### src/rtl/uart_tx.sv
// ============================================================================
// Module      : uart_tx
// Description : 8N1 UART transmitter. Bytes arrive over a valid/ready port
//               into a small FIFO and are serialized LSB first on uart_txd
//               at BAUD_DIV clocks per bit. Back-to-back frames leave no
//               idle gap.
// Ports       : clk        - system clock, rising edge
//               rst_n      - asynchronous active-low reset
//               tx_data    - byte to send
//               tx_valid   - tx_data valid
//               tx_ready   - FIFO can accept (not full)
//               fifo_count - bytes queued, excluding the byte in the shifter
//               busy       - FSM not idle or FIFO non-empty
//               uart_txd   - registered serial output, idle high
// Revision    : 1.0 - initial release
// ============================================================================
`default_nettype none
`timescale 1ns/1ps

module uart_tx #(
    parameter int BAUD_DIV   = 139,
    parameter int FIFO_DEPTH = 16
) (
    input  logic                          clk,
    input  logic                          rst_n,
    input  logic [7:0]                    tx_data,
    input  logic                          tx_valid,
    output logic                          tx_ready,
    output logic [$clog2(FIFO_DEPTH):0]   fifo_count,
    output logic                          busy,
    output logic                          uart_txd
);

    localparam int AW = $clog2(FIFO_DEPTH);
    localparam int BW = $clog2(BAUD_DIV);
    localparam logic [BW-1:0] C_BAUD_LAST = BW'(BAUD_DIV - 1);

    typedef enum logic [1:0] {
        S_IDLE  = 2'd0,
        S_START = 2'd1,
        S_DATA  = 2'd2,
        S_STOP  = 2'd3
    } state_t;

    // ------------------------------------------------------------------
    // FIFO
    // ------------------------------------------------------------------
    // Pointers carry one extra wrap bit so full and empty are distinct.
    logic [7:0]  fifo_mem [FIFO_DEPTH];
    logic [AW:0] wr_ptr_q, wr_ptr_d;
    logic [AW:0] rd_ptr_q, rd_ptr_d;
    logic        fifo_full;
    logic        fifo_empty;
    logic        push;
    logic        pop;
    logic [7:0]  fifo_head;

    assign fifo_full  = (wr_ptr_q[AW] != rd_ptr_q[AW]) &&
                        (wr_ptr_q[AW-1:0] == rd_ptr_q[AW-1:0]);
    assign fifo_empty = (wr_ptr_q == rd_ptr_q);
    assign fifo_head  = fifo_mem[rd_ptr_q[AW-1:0]];

    assign tx_ready   = ~fifo_full;
    assign push       = tx_valid & ~fifo_full;
    assign fifo_count = wr_ptr_q - rd_ptr_q;

    always_comb begin
        wr_ptr_d = wr_ptr_q;
        rd_ptr_d = rd_ptr_q;
        if (push) begin
            wr_ptr_d = wr_ptr_q + 1'b1;
        end
        if (pop) begin
            rd_ptr_d = rd_ptr_q + 1'b1;
        end
    end

    // Storage needs no reset: an entry is only read after being written.
    always_ff @(posedge clk) begin
        if (push) begin
            fifo_mem[wr_ptr_q[AW-1:0]] <= tx_data;
        end
    end

    // ------------------------------------------------------------------
    // Transmit FSM
    // ------------------------------------------------------------------
    state_t          state_q, state_d;
    logic [BW-1:0]   baud_cnt_q, baud_cnt_d;
    logic [2:0]      bit_cnt_q, bit_cnt_d;
    logic [7:0]      shift_q, shift_d;
    logic            txd_q, txd_d;
    logic            baud_wrap;

    assign baud_wrap = (baud_cnt_q == C_BAUD_LAST);

    always_comb begin
        state_d    = state_q;
        baud_cnt_d = baud_cnt_q;
        bit_cnt_d  = bit_cnt_q;
        shift_d    = shift_q;
        pop        = 1'b0;

        case (state_q)
            S_IDLE: begin
                baud_cnt_d = '0;
                bit_cnt_d  = '0;
                if (!fifo_empty) begin
                    pop     = 1'b1;
                    shift_d = fifo_head;
                    state_d = S_START;
                end
            end

            S_START: begin
                baud_cnt_d = baud_wrap ? '0 : baud_cnt_q + BW'(1);
                if (baud_wrap) begin
                    bit_cnt_d = '0;
                    state_d   = S_DATA;
                end
            end

            S_DATA: begin
                baud_cnt_d = baud_wrap ? '0 : baud_cnt_q + BW'(1);
                if (baud_wrap) begin
                    shift_d = {1'b0, shift_q[7:1]};
                    if (bit_cnt_q == 3'd7) begin
                        state_d = S_STOP;
                    end else begin
                        bit_cnt_d = bit_cnt_q + 3'd1;
                    end
                end
            end

            S_STOP: begin
                baud_cnt_d = baud_wrap ? '0 : baud_cnt_q + BW'(1);
                if (baud_wrap) begin
                    // Chain straight into the next start bit when data waits.
                    if (!fifo_empty) begin
                        pop     = 1'b1;
                        shift_d = fifo_head;
                        state_d = S_START;
                    end else begin
                        state_d = S_IDLE;
                    end
                end
            end

            default: begin
                state_d = S_IDLE;
            end
        endcase
    end

    // The line level follows the current state, so it changes on the edge
    // after a state is entered and each level is held BAUD_DIV clocks.
    always_comb begin
        txd_d = 1'b1;
        case (state_q)
            S_START: txd_d = 1'b0;
            S_DATA:  txd_d = shift_q[0];
            default: txd_d = 1'b1;
        endcase
    end

    always_ff @(posedge clk or negedge rst_n) begin
        if (!rst_n) begin
            state_q    <= S_IDLE;
            baud_cnt_q <= '0;
            bit_cnt_q  <= '0;
            shift_q    <= '0;
            txd_q      <= 1'b1;
            wr_ptr_q   <= '0;
            rd_ptr_q   <= '0;
        end else begin
            state_q    <= state_d;
            baud_cnt_q <= baud_cnt_d;
            bit_cnt_q  <= bit_cnt_d;
            shift_q    <= shift_d;
            txd_q      <= txd_d;
            wr_ptr_q   <= wr_ptr_d;
            rd_ptr_q   <= rd_ptr_d;
        end
    end

    assign uart_txd = txd_q;
    assign busy     = (state_q != S_IDLE) || !fifo_empty;

endmodule

`default_nettype wire

### config.mk
export PLATFORM = sky130hd
export DESIGN_NAME = uart_tx
export DESIGN_NICKNAME = d
export VERILOG_FILES = /design/src/rtl/uart_tx.sv
export SDC_FILE = /design/constraint.sdc
export NUM_CORES = 1
export LEC_CHECK = 0
export CORE_ASPECT_RATIO = 0.8
export CORE_UTILIZATION = 53
export DETAILED_ROUTE_END_ITERATION = 12
export GPL_TIMING_DRIVEN = 0
export PLACE_DENSITY = 0.73
export SLEW_MARGIN = 10
export SYNTH_ARGS = -nofsm -noshare
export SYNTH_HDL_FRONTEND = slang
export SYNTH_SLANG_ARGS = --single-unit
export TNS_END_PERCENT = 50
### constraint.sdc
create_clock -name clk -period 2.5 [get_ports clk]
set_clock_uncertainty 0.1 [all_clocks]
set_input_delay 0.5 -clock clk [delete_from_list [all_inputs] [get_ports clk]]
set_output_delay 0.5 -clock clk [all_outputs]
set_load 0.05 [all_outputs]
* Word-level counts from Yosys, hierarchy flattened
Memories as Yosys holds them, arrays and structs flattened.
Cells that the tools add are included.
** Storage, ports and cells
- Logic and storage cells :: 63
- Latch bits :: 0
- Input port bits :: 11
- Register bits after elaboration :: 32
- RAM bits :: 128
- Bits in read-only memories :: 0
- Memories kept :: 1
** Operators by class
- Mux-type cells :: 23
- Equal/unequal tests :: 14
- Add/sub/neg operators :: 5
- $mul :: 0
- Shift operators :: 0
- Reduce and logical (&&, ||, !) cells :: 11
- Order comparisons :: 0
- Bitwise gates (word level) :: 2
- Divide/modulo/power cells :: 0
** Memory list
- fifo_mem :: depth 16, width 8, rd ports 1, clocked after memory_dff 0, wr ports 1, RTL line 49 : logic [7:0] fifo_mem [FIFO_DEPTH];
** Operator list (number)
- two-way mux 8 bit :: 4
- one-hot mux 8 bit (3 select lines) :: 1
- one-hot mux 8 bit (2 select lines) :: 1
- != test 2 bit, second input constant :: 6
- adder 5 x 1 -> 5 bit, second input constant :: 2
- two-way mux 2 bit :: 5
- two-way mux 3 bit :: 3
- one-hot mux 3 bit (3 select lines) :: 1
- adder 8 x 1 -> 8 bit, second input constant :: 1
- equality test 8 bit, second input constant :: 1
- one-hot mux 2 bit (4 select lines) :: 1
- nonzero test 3 bit :: 2
- equality test 5 bit :: 1
- two-way mux 1 bit :: 5
- AND reduction 5 bit :: 1
- subtractor 5 bit :: 1
- equality test 2 bit, second input constant :: 2
- equality test 4 bit :: 1
- one-hot mux 1 bit (2 select lines) :: 2
- AND reduction 4 bit :: 1
- adder 3 x 1 -> 3 bit, second input constant :: 1
- equality test 3 bit, second input constant :: 1
- AND reduction 3 bit :: 1
- OR reduction 3 bit :: 1
- other kinds (9) :: 9

* Longest topological paths before layout
- Depth after elaboration :: 6
- Mapped depth :: 9

* Worst setup path before layout
No wires, ideal clock.
- Path kind :: register -> register
- From :: register rd_ptr_q[1]
- To :: memory fifo_mem[15][0], enable pin
- Period minus slack after synthesis :: 2835 ps
- Setup time :: 338 ps
- Buffers on the path :: 2
- Stages on the path, launching flop included :: 9
- Data arrival time :: 2397 ps
- Required time :: 2062 ps
- Path slack :: -335 ps
- Path through :: dfrtp_1 > buf_2 > inv_1 > ha_1 > and4_1 > nand2b_1 > and2_1 > buf_4 > and4_1
** Between the ends
- Word-level cells in the longest chain between the ends :: 6
** Ends and longest elaborated chain
- start: declaration :: RTL line 51 : logic [AW:0] rd_ptr_q, rd_ptr_d;
- start signal: assignment :: RTL line 182 : rd_ptr_q <= rd_ptr_d;
- equality test 4 bit :: RTL line 59 : (wr_ptr_q[AW-1:0] == rd_ptr_q[AW-1:0]);
- logical AND 1 bit :: RTL line 58 : assign fifo_full = (wr_ptr_q[AW] != rd_ptr_q[AW]) &&
- inverter 1 bit
- via tx_ready :: RTL line 28 : output logic tx_ready,
- bitwise AND 1 bit :: RTL line 64 : assign push = tx_valid & ~fifo_full;
- two-way mux 1 bit :: RTL line 80 : if (push) begin
- two-way mux 1 bit (implied by the code) :: RTL line 81 : fifo_mem[wr_ptr_q[AW-1:0]] <= tx_data;
- end: declaration :: RTL line 49
The timed path passes the listed nets, and every way through them passes these cells.

* Final worst setup path
- From :: register rd_ptr_q[2]
- To :: output port fifo_count[4]
** Between the ends
- Word-level cells in the longest chain between the ends :: 1
** Ends and longest elaborated chain
- subtractor 5 bit :: RTL line 65 : assign fifo_count = wr_ptr_q - rd_ptr_q;
- end: declaration :: RTL line 29 : output logic [$clog2(FIFO_DEPTH):0] fifo_count,
No other way between the ends.

==> run_results.csv <==
group,metric,value,unit
setup_path,cp_num_buf_inv,3,
setup_path,critPathArrivalTime,1.95,ns
detailed_routing,dr.pass1.iters,5,
clocking,cts_tree,"yes",
setup_path,crit_path_end,"fifo_count[4]",
finish,area_growth,17.3,%
setup_path,crit_top_cell,"buf_6",
flow_run,maxCapViolations,0,
logic_synthesis,synth_edf_count,128,
finish,nFillCells,880,
logic_synthesis,syn-cell-area,0.00681,mm2
floorplanning,initial_core_util,55.1,%
setup_path,endpoint_kind,"output port",
clocking,clkTransAtPathRegs,0.06,ns
global_routing,antenna_found_initial,0,
floorplanning,rows,36,
clocking,clockBufferDepth,2,
setup_path,path_class,"reg2out",
sta,timing.fmax,392,MHz
outcome,status,"complete, but fails checks",
place,post-dp-hpwl,8.87,mm
place,gp_congestion,0.853,
detailed_routing,drc_errors,0,
floorplanning,pin_count,19,
clocking,h-tree-depth,4,
sta,setup_viol_count_final,3,
floorplanning,die_area,0.0133,mm2
finish,final_util,64.7,%
finish,finalNetCount,498,
setup_path,cp-start-kind,"flop",
place,place_area,0.00721,mm2
global_routing,grt_pass1_wl,20.8,mm
setup_path,reg2reg_depth,7,
logic_synthesis,synth_top_flop_cell,"edfxtp_1",
logic_synthesis,async_reset_ff_share,20.0,%
sta,worst_pin_slew,0.731,ns
setup_path,crit_chain,"buf_6 > clkinvlp_4 > ha_4 > a21o_1 > a21oi_2 > xnor2_2 > buf_6",
finish,drive_gt1_share,26.9,%
logic_synthesis,yosysUniqueCellTypes,45,
setup_path,critPathLaunch,"rd_ptr_q[2]",
logic_synthesis,yosysTopAreaCellShare,56.5,%
sta,max_slew_margin,51.2,%
finish,fin_area,0.00798,mm2
setup_path,cpMaxStageDelayCell,"dfrtp_1",
logic_synthesis,avgSynthCellArea,16.4,um2
sta,fin_crit_sh,102,%
power,total_power,7.09,mW
logic_synthesis,yosysTopAreaCell,"edfxtp_1",
setup_path,required,1.90,ns
detailed_routing,ant_nets,0,
sta,layout_setup_ws,-0.0539,ns
power,vdd_drop_max,749,uV
floorplanning,dieWidth,129,um
sta,hold_violations,0,
setup_path,path_max_fanout,4,
clocking,cts_buffers,17,
logic_synthesis,synth_seq_cells,160,
clocking,cts_sinks,160,
detailed_routing,routed_wl,13.8,mm
place,pre_cts_ws,-0.655,ns
detailed_routing,drtIter0Drc,386,
global_routing,grt-ovfl-total,0,
setup_path,rr_endpoint,"fifo_mem[14][2]",
outcome,violations,"negative setup slack",
setup_path,cp.depth,7,
sta,rsz0062_at_grt,"yes",
clocking,cts_root_buf,"clkbuf_16",
setup_path,r2r_start,"rd_ptr_q[3]",
setup_path,max_stage_delay,0.37,ns
detailed_routing,avgViaCountPerCell,5.87,
global_routing,grt_pass1_vias,3682,
logic_synthesis,yosys_warnings,0,
place,io_buffers,18,
sta,slew_violations,0,
global_routing,track_usage,22.5,%
finish,fin_cells,650,
power,power_density,888,mW/mm2
logic_synthesis,synth_area_leaders,"edfxtp_1 56%, dfrtp_1 11%, mux4_2 7.3%",
logic_synthesis,synthCells,416,
power,leakagePower,2.97,nW
setup_path,reg2reg_slack,0.06,ns
setup_path,path_delay_family,"buffers and inverters",
floorplanning,core-area,0.0123,mm2
clocking,ctsHoldBuffers,0,
detailed_routing,via_count,3814,
logic_synthesis,syn_nets,448,
place,dp.cells,605,
logic_synthesis,ys_seq_area_share,68.3,%
detailed_routing,wl_per_cell,21.2,um
hold_path,min_path_type,"in2async",
clocking,clk_latency,0.42,ns
global_routing,grt_max_degree,33,
floorplanning,die_h,103,um
finish,diodes,0,
sta,period_needed,2.55,ns
[final cells by class]
cell class / instances / area, um2 / area share (%)
Buffer: 17 / 110 / 1.38
Clock buffer: 18 / 429 / 5.38
Clock inverter: 14 / 153 / 1.91
Inverter: 19 / 78.8 / 0.988
Multi-Input combinational cell: 219 / 2070 / 26.0
Sequential cell: 160 / 4650 / 58.3
Tap cell: 171 / 214 / 2.68
Timing Repair Buffer: 32 / 274 / 3.43
[logic make-up after synthesis]
group,synth area share (%)
adder cells (fa/ha/maj),3.97
AO/OA/AOI/OAI,5.92
multiplexers,10.9
AND/OR/NAND/NOR,5.96
flip-flops,68.3
buffers and inverters,2.57
XOR/XNOR,2.43
[stage by stage]
stage	TNS (ns)	hold WS, ns
after detailed placement	-50.85	0.381
after CTS	-0.116	0.0531
final	-0.112	0.0406
after global placement	-51.37	0.365
after global routing	-0.352	0.0991
after floorplan	-7.94	0.104
[state kept, by name, summed over array words and instances, names as in the netlist]
signal / flops
state_q: 2
baud_cnt_q: 8
rd_ptr_q: 5
shift_q: 8
fifo_mem: 128
uart_txd: 1
bit_cnt_q: 3
wr_ptr_q: 5
[report_power, final]
group          internal (mW)  total (mW)  switching, mW  leakage, nW
sequential              3.13        3.23         0.0957         1.55
combinational          0.480        1.33          0.850         1.13
clock                   1.48        2.53           1.04        0.287
[cell usage in the layout (no fill, tap or decap), types with 3 or more instances in the layout]
| cell type | instances |
|---|---|
| mux2i_1 | 20 |
| inv_2 | 3 |
| a22o_1 | 8 |
| clkdlybuf4s50_1 | 10 |
| buf_2 | 10 |
| mux2_2 | 4 |
| mux4_2 | 22 |
| and3_2 | 8 |
| a31oi_1 | 5 |
| a22oi_1 | 7 |
| nor2_1 | 17 |
| xnor2_1 | 10 |
| buf_4 | 18 |
| xor2_1 | 6 |
| inv_1 | 14 |
| clkinv_4 | 4 |
| and4_2 | 3 |
| inv_6 | 5 |
| buf_6 | 4 |
| dfrtp_2 | 3 |
| clkbuf_1 | 5 |
| nand4_1 | 3 |
| ha_4 | 3 |
| edfxtp_1 | 128 |
| o221ai_1 | 6 |
| clkbuf_16 | 17 |
| nand2_1 | 16 |
| and2_2 | 4 |
| dfrtp_1 | 28 |
| nand3_1 | 6 |
| ha_1 | 17 |
| a21oi_1 | 15 |
[synthesized netlist by cell type (4+ instances only)]
cell type    n
edfxtp_1   128
dfrtp_1     31
mux4_2      22
ha_1        20
mux2i_1     20
inv_1       19
a21oi_1     17
nor2_1      17
nand2_1     16
xnor2_1     11
and3_1      10
a22o_1       8
buf_2        8
a22oi_1      7
nand3_1      7
and2_1       6
o221ai_1     6
xor2_1       6
a31oi_1      5
and4_1       5
clkbuf_1     5
mux2_2       4
[timing repair]
action,4_1_cts,5_1_grt
setup endpoints to repair,149,109
pin swaps,7,8
buffers inserted,11,3
gates resized for setup,56,14
[worst min-delay path by stage]
stage | from | endpoint | slack, ns | cells past startpoint
6_report | rst_n | baud_cnt_q[2] | 0.04 | 1
4_1_cts | rst_n | wr_ptr_q[0] | 0.05 | 1
3_3_place_gp | shift_q[6] | shift_q[6] | 0.37 | 2
5_1_grt | rst_n | wr_ptr_q[0] | 0.1 | 1
2_1_floorplan | rst_n | baud_cnt_q[0] | 0.10 | 0
3_5_place_dp | shift_q[6] | shift_q[6] | 0.38 | 2
[per-layer routing]
metal | up-vias | share of wire [%] | global-route usage (%)
met1 | 1960 | 45 | 31.6
met5 | - | 0 | 0
li1 | 1714 | - | -
met2 | 119 | 47 | 34.8
met4 | 0 | 1.7 | 7.69
met3 | 21 | 5.9 | 5.76
Note: power is estimated with default switching activity, not from simulation.
==> RTL edit (config.mk and constraints unchanged) <==
The 4 states of `state_t` get a one-hot encoding in 4 bits.
--- a/src/rtl/uart_tx.sv
+++ b/src/rtl/uart_tx.sv
@@ -35,11 +35,11 @@
     localparam int BW = $clog2(BAUD_DIV);
     localparam logic [BW-1:0] C_BAUD_LAST = BW'(BAUD_DIV - 1);
 
-    typedef enum logic [1:0] {
-        S_IDLE  = 2'd0,
-        S_START = 2'd1,
-        S_DATA  = 2'd2,
-        S_STOP  = 2'd3
+    typedef enum logic [3:0] {
+        S_IDLE  = 4'b0001,
+        S_START = 4'b0010,
+        S_DATA  = 4'b0100,
+        S_STOP  = 4'b1000
     } state_t;
 
     // ------------------------------------------------------------------
Check against the original RTL: same outputs for any inputs over 10 cycles, from zero or initial values and one cycle with rst_n low; not proved beyond that.
==> RTL edit against the unedited design <==
- the run still ends with negative setup slack left
- wire length up 14%
- die area rose by 4.1%
- sequential cell count rose by 2
- setup slack got worse by 21 ps
- global-route usage up 1.6 points
- final area grew 7.4%
- synthesized area increased by 4.2%
- critical path type unchanged
- largest cell class unchanged
- highest routed layer unchanged
Power is not compared: it rests on default switching activity, and its combinational part moved more than twofold at a synthesized area within 25%.
==> RTL edit: results (changes against the unedited design) <==
Synth
  – Netlist cell types: 63 (+40%)
  – Synth Area in XOR/XNOR: 0.0185 (-0.00574)
  – Sequential fraction of the synthesis area: 0.662 (-0.0203)
  – Proportion of synthesized area in mux cells: 0.105 (-0.00422)
  – Post-synthesis cell count: 467 (+12%)
  – Post-synth net total: 492 (+9.8%)
  – Compound-gate portion of the synthesized area: 0.0706 (+0.0114)
  – Commonest cells in the netlist: edfxtp_1 (128), nand2_1 (36), dfrtp_1 (32), nor2_1 (23), a21oi_1 (19)
  – Synth top area cells: edfxtp_1 (54%), dfrtp_1 (11%), mux4_2 (5.7%)
  – Post-Synth Adder-Cell Area: 0.0258 (-0.0140)
  – Asr flop ratio synth: 0.210 (+0.00988)

Global route
  – First-pass GRT wire length: 24.1 mm (+16%)
  – Pin count of the biggest net entering global routing: 35 (+6.1%)
  – Vias in the first global route: 4,135 (+12%)

Placement
  – Placed instance area: 0.00767 mm² (+6.4%)
  – RePlAce Congestion: 0.868 (+1.7%)
  – DP Wirelength: 10.1 mm (+14%)
  – Dpl cells: 660 (+9.1%)
  – Place WS: -800 ps (-145 ps)
  – IO buf count: 18 (unchanged)

Worst setup path
  – Worst r2r src: rd_ptr_q[1]
  – Critical path's top delay family: simple AND/OR/NAND/NOR gates
  – Last element of the critical path: busy
  – Worst r2r path cells: 11 (+4)
  – Flop2flop setup slack: -30 ps (-90 ps)
  – Critical Path Fanout Max: 10 (+6)

Final layout
  – # fillers: 902 (+2.5%)
  – Nets: 547 (+9.8%)
  – Fraction of layout cells with a size suffix above 1: 0.290 (+0.0204)
  – Post-Layout Cell Count: 710 (+9.2%)

Detailed routing
  – DR pass1 iterations: 7 (+2)
  – Total wire length: 15.7 mm (+14%)
  – 1st-iter DRT viols: 451 (+17%)

Run status
  – Failing checks: negative setup slack
  – Status: finished with violations

STA
  – Final worst slack: -75.1 ps (-21.1 ps)
  – Final setup vio count: 11 (+8)
  – Transition time of the tightest slew-check pin: 846 ps (+115 ps)

Min path
  – Hold Path Class: in2async
-- RTL edit: changes by cell type after synthesis, moves of 5 or more --
cell      unedited run  this run
nand2_1             16        36
o21ai_0              2        10
o21ai_1              2         8
o221ai_1             6         0
ha_1                20        13
and3_1              10         3
nand2b_1             3        11
mux2i_1             20        10
nand3_1              7        12
buf_6                2         7
and2_1               6         1
mux2_1               0        13
nor2_1              17        23
inv_1               19        14
-- RTL edit: layer usage --
layer  global-route usage  up-vias  routed length [µm]
li1                     -     1888                   -
met1                0.361     2142                7090
met2                0.366      129                7340
met3               0.0322       19                1050
met4               0.0806        0                 204
met5                    0        -                   0
-- RTL edit: where the power goes --
group	internal (mW)	switching (mW)	total (mW)
combinational	2.03	2.92	4.96
sequential	3.34	0.206	3.55
clock	1.47	1.04	2.51
-- RTL edit: area by class of cell --
cell class / instances / area (µm²) / area share
repair buffers: 37 / 353 / 0.0412
flip-flops and latches: 162 / 4700 / 0.549
inverters: 14 / 63.8 / 0.00744
multi-input cells: 267 / 2430 / 0.284
clock buffers: 19 / 433 / 0.0505
clock inverters: 13 / 136 / 0.0159
well taps: 175 / 219 / 0.0255
plain buffers: 23 / 230 / 0.0269
-- RTL edit: repair_timing --
item,in CTS,in global routing
hold buffers,0,0
endpoints found under the hold margin,0,0
gates resized for setup,70,11
setup buffers,13,6
endpoints found under the setup margin,146,21
pin swaps,7,6
-- RTL edit: per-stage QoR --
stage	TNS (ps)	hold slack [ps]	total power, mW
floorplan	-295	104	6.82
global placement	-48960	363	7.89
detailed placement	-53660	366	8.00
CTS	-188	86.9	10.8
global route	-1040	127	11.5
finish	-293	62.2	11.0
